[config.mk]
export PLATFORM = sky130hd
export DESIGN_NAME = rx_port_arbiter_flat
export DESIGN_NICKNAME = d
export VERILOG_FILES = /design/src/rtl/rx_port_arbiter_if.sv /design/src/rtl/rx_port_arbiter.sv /design/src/flat_wrapper.sv
export SDC_FILE = /design/constraint.sdc
export NUM_CORES = 1
export LEC_CHECK = 0
export ABC_AREA = 0
export CORE_AREA = 2 2 62 64
export CTS_BUF_LIST = sky130_fd_sc_hd__clkbuf_4 sky130_fd_sc_hd__clkbuf_8
export CTS_CLUSTER_SIZE = 20
export DETAILED_ROUTE_END_ITERATION = 16
export DIE_AREA = 0 0 64 66
export GPL_TIMING_DRIVEN = 0
export PLACE_DENSITY = 0.84
export SYNTH_ARGS = -nofsm -noshare
export SYNTH_HDL_FRONTEND = slang
export SYNTH_SLANG_ARGS = --single-unit
export TNS_END_PERCENT = 100
[constraint.sdc]
create_clock -name clk -period 2.4 [get_ports clk]
set_input_delay 0.24 -clock clk [delete_from_list [all_inputs] [get_ports clk]]
set_output_delay 0.24 -clock clk [all_outputs]
set_load 0.1 [all_outputs]
[src/rtl/rx_port_arbiter_if.sv]
// RX-to-core packet handshake bundle.
// slave = arbiter side, master = RX units plus core side.
interface rx_port_arbiter_if #(
    parameter int NUM_PORTS = 4,
    parameter int DATA_W    = 8,
    parameter int PTR_W     = 2
);
    logic [NUM_PORTS-1:0]        rx_valid;
    logic [NUM_PORTS*DATA_W-1:0] rx_data;
    logic                        core_ready;
    logic [NUM_PORTS-1:0]        rx_ready;
    logic                        core_valid;
    logic [DATA_W-1:0]           core_data;
    logic [PTR_W-1:0]            core_port;
    logic                        timeout_err;

    modport slave (
        input  rx_valid,
        input  rx_data,
        input  core_ready,
        output rx_ready,
        output core_valid,
        output core_data,
        output core_port,
        output timeout_err
    );

    modport master (
        output rx_valid,
        output rx_data,
        output core_ready,
        input  rx_ready,
        input  core_valid,
        input  core_data,
        input  core_port,
        input  timeout_err
    );
endinterface

[src/rtl/rx_port_arbiter.sv]
// Round-robin arbiter sharing the core packet input among RX units.
// Four-phase Valid/Ready per port, watchdog on stuck Valid.
module rx_port_arbiter #(
    parameter int NUM_PORTS = 4,
    parameter int DATA_W    = 8,
    parameter int PTR_W     = 2,
    parameter int TIMEOUT   = 255
) (
    input  logic             clk,
    input  logic             rst_n,
    rx_port_arbiter_if.slave bus
);
    localparam logic [1:0] ST_RST   = 2'd0;
    localparam logic [1:0] ST_SCAN  = 2'd1;
    localparam logic [1:0] ST_GRANT = 2'd2;
    localparam logic [1:0] ST_REL   = 2'd3;

    logic [1:0]           r_state;
    logic [PTR_W-1:0]     r_rr_ptr;
    logic [PTR_W-1:0]     r_grant;
    logic [7:0]           r_wd_cnt;
    logic [DATA_W-1:0]    r_core_data;
    logic                 r_timeout;

    logic                 w_found;
    logic [PTR_W-1:0]     w_sel;
    logic [PTR_W:0]       w_sum;
    logic [DATA_W-1:0]    w_sel_data;
    logic [PTR_W-1:0]     w_next_ptr;
    logic [7:0]           w_wd_inc;
    logic [NUM_PORTS-1:0] w_ready;

    // First requester at or after rr_ptr, wrapping below NUM_PORTS
    always_comb begin
        w_found = 1'b0;
        w_sel   = '0;
        w_sum   = '0;
        for (int k = 0; k < NUM_PORTS; k++) begin
            w_sum = {1'b0, r_rr_ptr} + (PTR_W+1)'(k);
            if (w_sum >= (PTR_W+1)'(NUM_PORTS)) begin
                w_sum = w_sum - (PTR_W+1)'(NUM_PORTS);
            end
            if (!w_found && bus.rx_valid[w_sum[PTR_W-1:0]]) begin
                w_found = 1'b1;
                w_sel   = w_sum[PTR_W-1:0];
            end
        end
    end

    // Helper values: selected data, next pointer, watchdog step
    always_comb begin
        w_sel_data = bus.rx_data[w_sel*DATA_W +: DATA_W];
        w_wd_inc   = r_wd_cnt + 8'd1;
        if (r_grant == PTR_W'(NUM_PORTS-1)) begin
            w_next_ptr = '0;
        end else begin
            w_next_ptr = r_grant + 1'b1;
        end
    end

    // Ready only to the granted port, only in GRANT
    always_comb begin
        w_ready = '0;
        if (r_state == ST_GRANT) begin
            w_ready[r_grant] = 1'b1;
        end
    end

    // Arbitration state machine with watchdog
    always_ff @(posedge clk or negedge rst_n) begin
        if (!rst_n) begin
            r_state     <= ST_RST;
            r_rr_ptr    <= '0;
            r_grant     <= '0;
            r_wd_cnt    <= '0;
            r_core_data <= '0;
            r_timeout   <= 1'b0;
        end else begin
            r_timeout <= 1'b0;
            unique case (r_state)
                ST_RST: begin
                    if (!(|bus.rx_valid)) begin
                        r_state <= ST_SCAN;
                    end
                end
                ST_SCAN: begin
                    if (bus.core_ready && w_found) begin
                        r_grant     <= w_sel;
                        r_core_data <= w_sel_data;
                        r_state     <= ST_GRANT;
                    end
                end
                ST_GRANT: begin
                    r_wd_cnt <= '0;
                    r_state  <= ST_REL;
                end
                ST_REL: begin
                    if (!bus.rx_valid[r_grant]) begin
                        r_rr_ptr <= w_next_ptr;
                        r_state  <= ST_SCAN;
                    end else if (w_wd_inc == 8'(TIMEOUT)) begin
                        r_timeout <= 1'b1;
                        r_rr_ptr  <= w_next_ptr;
                        r_state   <= ST_SCAN;
                    end else begin
                        r_wd_cnt <= w_wd_inc;
                    end
                end
                default: r_state <= ST_RST;
            endcase
        end
    end

    assign bus.rx_ready    = w_ready;
    assign bus.core_valid  = (r_state == ST_GRANT);
    assign bus.core_data   = r_core_data;
    assign bus.core_port   = r_grant;
    assign bus.timeout_err = r_timeout;
endmodule

[src/flat_wrapper.sv]
// flat-port wrapper written by rule: the top's interface ports become plain ports
module rx_port_arbiter_flat 
#(
    parameter int NUM_PORTS = 4,
    parameter int DATA_W    = 8,
    parameter int PTR_W     = 2,
    parameter int TIMEOUT   = 255
)
  (clk, rst_n, bus_rx_valid, bus_rx_data, bus_core_ready, bus_rx_ready, bus_core_valid, bus_core_data, bus_core_port, bus_timeout_err);
  rx_port_arbiter_if #(.NUM_PORTS(NUM_PORTS), .DATA_W(DATA_W), .PTR_W(PTR_W)) bus_i ();
  input  logic clk;
  input  logic rst_n;
  input wire logic [$bits(bus_i.rx_valid)-1:0] bus_rx_valid;
  input wire logic [$bits(bus_i.rx_data)-1:0] bus_rx_data;
  input wire logic [$bits(bus_i.core_ready)-1:0] bus_core_ready;
  output wire logic [$bits(bus_i.rx_ready)-1:0] bus_rx_ready;
  output wire logic [$bits(bus_i.core_valid)-1:0] bus_core_valid;
  output wire logic [$bits(bus_i.core_data)-1:0] bus_core_data;
  output wire logic [$bits(bus_i.core_port)-1:0] bus_core_port;
  output wire logic [$bits(bus_i.timeout_err)-1:0] bus_timeout_err;
  assign bus_i.rx_valid = bus_rx_valid;
  assign bus_i.rx_data = bus_rx_data;
  assign bus_i.core_ready = bus_core_ready;
  assign bus_rx_ready = bus_i.rx_ready;
  assign bus_core_valid = bus_i.core_valid;
  assign bus_core_data = bus_i.core_data;
  assign bus_core_port = bus_i.core_port;
  assign bus_timeout_err = bus_i.timeout_err;
  rx_port_arbiter #(.NUM_PORTS(NUM_PORTS), .DATA_W(DATA_W), .PTR_W(PTR_W), .TIMEOUT(TIMEOUT)) u_core (.clk(clk), .rst_n(rst_n), .bus(bus_i));
endmodule
# Word level (Yosys, flattened, before mapping)
# Index checks and enable logic that the tools add are counted.
[classes]
reduce_logical = 15
eq_ne = 11
shifts = 1
addsub = 9
muxes = 39
magnitude_cmp = 10
[op_table]
columns = ["operator", "count"]
rows = [
  ["$shiftx A32 B6 Y8", 1],
  ["$mux W2", 15],
  ["$mux W8", 2],
  ["$pmux W8 S2", 1],
  ["$lt A2 B3 Y1 const B", 5],
  ["$mux W1", 13],
  ["$bmux W1 S2", 5],
  ["$ge A3 B3 Y1 const B", 3],
  ["$add A8 B1 Y8 const B", 1],
  ["$eq A8 B8 Y1 const B", 1],
  ["$pmux W2 S4", 1],
  ["$sub A2 B1 Y2 const B", 4],
  ["$add A2 B2 Y3 const B", 2],
  ["$eq A2 B2 Y1 const B", 3],
  ["$ne A2 B2 Y1 const B", 3],
  ["$reduce_and A3 Y1", 2],
  ["$logic_and A1 B1 Y1", 5],
  ["$mux W4", 1],
  ["$ne A2 B1 Y1 const B", 2],
  ["$reduce_and A2 Y1", 2],
  ["$reduce_or A4 Y1", 1],
  ["$add A2 B1 Y3 const B", 1],
  ["$ge A2 B3 Y1 const B", 1],
  ["$logic_not A1 Y1", 3],
  ["other kinds (7)", 7],
]
[word_totals]
word_cells = 91
output_inout_bits = 16
regBits = 23

# Logic depth before layout (Yosys ltp)
[logic_depth]
depth_word = 17
depth_mapped = 9

# Worst setup path before layout
# OpenSTA, ideal clock, no wires.
[synth_path]
path_kind = "register to register"
from = "register u_core.r_grant[0], in the netlist u_core.bus.core_port[0]"
to = "register u_core.r_state[1]"
stages_incl_launch_ff = 5
setup_time_ns = 0.127
t_arrival_ns = 2.562
synth_period_minus_slack_ns = 2.689
n_path_buf = 0
slack_ns = -0.289
required_time_ns = 2.273
path_cell_list = "dfrtp_1 > mux4_2 > and2_4 > a222oi_1 > mux2_1"
[synth_via]
elab_chain_cells = 4
[synth_rtl]
columns = ["item", "line", "source"]
rows = [
  ["from (decl)", "rx_port_arbiter.sv:20", "logic [PTR_W-1:0] r_grant;"],
  ["from (signal assigned)", "rx_port_arbiter.sv:88", "r_grant <= w_sel;"],
  ["$bmux W1 S2 (*)", "rx_port_arbiter.sv:98", "if (!bus.rx_valid[r_grant]) begin"],
  ["$mux W1 (not written as such) (*)", "rx_port_arbiter.sv:98", ""],
  ["$mux W2 / $ne A3 B3 Y1 (equally long branches)", "-", ""],
  ["$pmux W2 S4 / $reduce_and A3 Y1 (equally long branches)", "-", ""],
  ["to (signal assigned)", "rx_port_arbiter.sv:83", "r_state <= ST_SCAN;"],
  ["to (signal assigned)", "rx_port_arbiter.sv:100", "r_state <= ST_SCAN;"],
  ["to (signal assigned)", "rx_port_arbiter.sv:104", "r_state <= ST_SCAN;"],
  ["to (decl)", "rx_port_arbiter.sv:18", "logic [1:0] r_state;"],
]
# Mark *: on every way between the ends. The rest lies on a longest branch, timed or not. The select of a mux whose other input is x is not followed.
# A chain may end at the register's enable or synchronous reset.

# Worst setup path after layout
[layout_path]
from = "register u_core.r_state[0]"
to = "output port bus_core_valid"
[layout_via]
elab_chain_cells = 1
[layout_rtl]
columns = ["item", "line", "source"]
rows = [
  ["from (signal assigned)", "rx_port_arbiter.sv:72", "r_state <= ST_RST;"],
  ["from (signal assigned)", "rx_port_arbiter.sv:83", ""],
  ["from (signal assigned)", "rx_port_arbiter.sv:90", "r_state <= ST_GRANT;"],
  ["$eq A2 B2 Y1", "rx_port_arbiter.sv:115", "assign bus.core_valid = (r_state == ST_GRANT);"],
  ["to (decl)", "flat_wrapper.sv:17", "output wire logic [$bits(bus_i.core_valid)-1:0] bus_core_valid;"],
]
# Every way passes these cells.

==> out/results.ini <==
[flow_run]
drv_cap = 0

[detailed_routing]
postRouteAntennaNets = 0
first_iter_violations = 67
totalWireLength_microns = 3910
vias = 1486
first_pass_iters = 4
wl_per_cell_microns = 14.1
avgViaCountPerCell = 5.36
post-route-drc-count = 0

[global_route]
grt_pass1_vias = 1402
antenna_found_initial = 0
overflow = 0
grt_max_degree = 24
grt_pass1_wl_microns = 6580
grt.total_usage_pct = 20.0

[place]
place_hpwl_microns = 3020
placed_area_sq_um = 2230
gp_congestion = 0.882
place.port_buffers = 54
placedCellCount = 273
place_ws_ns = -0.0586

[setup_path]
crit_chain = inv_1 > ha_1 > clkdlybuf4s15_1
slowest_delay_ns = 0.86
crit_arrival_ns = 2.03
cp_max_fo = 8
reg2regPathDepth = 8
reg2reg_from = u_core.r_wd_cnt[0]
end_kind = output pin
r2r_slack_ns = 0.16
required_ns = 2.16
crit_type = reg2out
worstSetupStartpointType = flip-flop
crit_slowest_cell = clkdlybuf4s15_1
r2r_end = u_core.r_state[1]

[yosys]
ys_seq_elements = 23
ys_top_cells_by_count = dfrtp_1 (23), mux2i_1 (20), nor3_1 (17), nand2_1 (14), ha_1 (11)
synth_largest_area_cell = dfrtp_1
synth_top_cell_area_share_pct = 35.4
synth_nets = 221
synth-edff-count = 0
synthDistinctLibCells = 40
ys.flop_type = dfrtp_1
ys_seq_area_share_pct = 35.4
ys_warn_count = 0
async_reset_ff_share_pct = 100
synthTopCellsByArea = dfrtp_1 (35%), mux2i_1 (12%), ha_1 (8.5%)
avgSynthCellArea_sq_um = 9.52
syn_area_sq_um = 1630
yosysMostFrequentCell = dfrtp_1
syn_inst = 171

[sta]
hold_ws_ns = 0.472
finalSetupViolations = 0
rsz0062_at_grt = false
max-slew-margin-rel_pct = 29.6
fmax_ghz = 0.440
hold_viol_final = 0
worst_slack_ns = 0.127
finalCritPeriodShare_pct = 94.7
tightestPinTransition_ns = 1.05
period_minus_slack_ns = 2.27
drv_slew = 0
fin_skew_ns = 0.00364

[pwr]
power_density_nw_per_um2 = 1220
ir_worst_vdd_mv = 0.675
finalPower_w = 0.00279
power.leakage_nw = 1.04

[clock_tree]
root_buffer = clkbuf_4
clkTransAtPathRegs_ns = 0.13
numClockSinks = 23
clkLatencyLatePin_ns = 0.32
clk_path_buf_depth = 2
cts_buffers = 3
h-tree-depth = 1
cts_tree = yes
hold_buffers = 0
cts_setup_buffers = 0

[final_layout]
fin_cells = 277
drive_above_1_share_pct = 12.2
syn_to_final_growth_pct = 40.0
diodes = 0
nets = 280
final_area_sq_um = 2280

[floorplan]
fp.dieH_microns = 66
die-area_sq_um = 4220
start_util_pct = 45.8
core_sq_um = 3550
die_x_microns = 64
io_pins = 55
row_count = 22

[status]
run_status = completed

[min_path]
hold_class = in2async

[per-stage QoR]
stage,setup TNS (ns),util [%]
6_report,0,64.2
2_1_floorplan,-0.0639,-
3_3_place_gp,-0.212,62.9
4_1_cts,0,63.9
3_5_place_dp,-0.214,62.9
5_1_grt,0,64.2
[kinds of logic (layout without fill, tap and decap cells)]
| logic type | count (synthesis) | in the layout | share of synthesized area, % |
|---|---|---|---|
| AND/OR/NAND/NOR | 63 | 63 | 20.1 |
| flip-flops | 23 | 23 | 35.4 |
| XOR/XNOR | 3 | 3 | 1.61 |
| multiplexers | 24 | 24 | 15.8 |
| buffers and inverters | 13 | 71 | 3.46 |
| AO/OA/AOI/OAI | 34 | 34 | 15.2 |
| adder cells (fa/ha/maj) | 11 | 11 | 8.45 |
[layout by cell type (no fill, tap or decap), types with 4 or more instances in the layout]
cell / n
a211o_1: 9
a21oi_1: 5
and2_2: 5
clkbuf_4: 4
clkdlybuf4s15_2: 4
clkdlybuf4s50_1: 49
dfrtp_1: 20
ha_1: 10
inv_1: 7
mux2i_1: 20
nand2_1: 14
nand3_1: 5
nor2_1: 6
nor3_1: 17
o21ai_0: 6
[critical path, delay by kind of cell (launching register included)]
kind | cells | cell delay, ns
buffers and inverters | 2 | 0.97
DFF | 1 | 0.44
adders and majority gates | 1 | 0.30
[timing repair]
| item | in CTS | in global routing |
|---|---|---|
| resized for setup | 13 | 5 |
| endpoints found under the hold margin | 0 | 0 |
| setup endpoints to repair | 5 | 2 |
| pin swaps | 0 | 1 |
[sequential cells by signal, summed over array words and instances, names as in the netlist]
name and flops:
u_core.r_rr_ptr 2, u_core.bus.core_data 8, u_core.r_state 2, u_core.bus.timeout_err 1
u_core.r_wd_cnt 8, u_core.bus.core_port 2
[layer usage]
layer | track usage [%] | part of all wire (%)
met1 | 25.9 | 45
met2 | 33.6 | 49
met3 | 2.39 | 3.0
met4 | 8.42 | 2.7
met5 | 0 | 0
[worst max path at each step]
stage / startpoint / endpoint / slack (ns) / cells after the start
6_report: u_core.r_state[0] / bus_core_valid / 0.13 / 3
5_1_grt: u_core.r_state[0] / bus_core_valid / 0.001 / 3
4_1_cts: u_core.r_wd_cnt[1] / u_core.r_state[1] / 0.05 / 7
3_5_place_dp: bus_rx_valid[3] / u_core.bus.core_data[6] / -0.06 / 6
3_3_place_gp: bus_rx_valid[3] / u_core.bus.core_data[6] / -0.05 / 6
2_1_floorplan: u_core.bus.core_port[1] / u_core.r_state[1] / -0.06 / 4
[area by class of cell]
cell class | instances | area [sq um]
fill | 286 | 1270
clock buffer | 4 | 30.0
tap | 48 | 60.1
sequential | 23 | 579
inverter | 7 | 26.3
multi-input combinational | 135 | 1010
buffer | 6 | 30.0
timing repair buffer | 54 | 546
[report_power, final]
group	switching, W	internal [W]
sequential	0.000139	0.000540
clock	0.000124	0.0000764
combinational	0.00127	0.000637
total	0.00153	0.00125
Power figures use the tool's default switching activity.
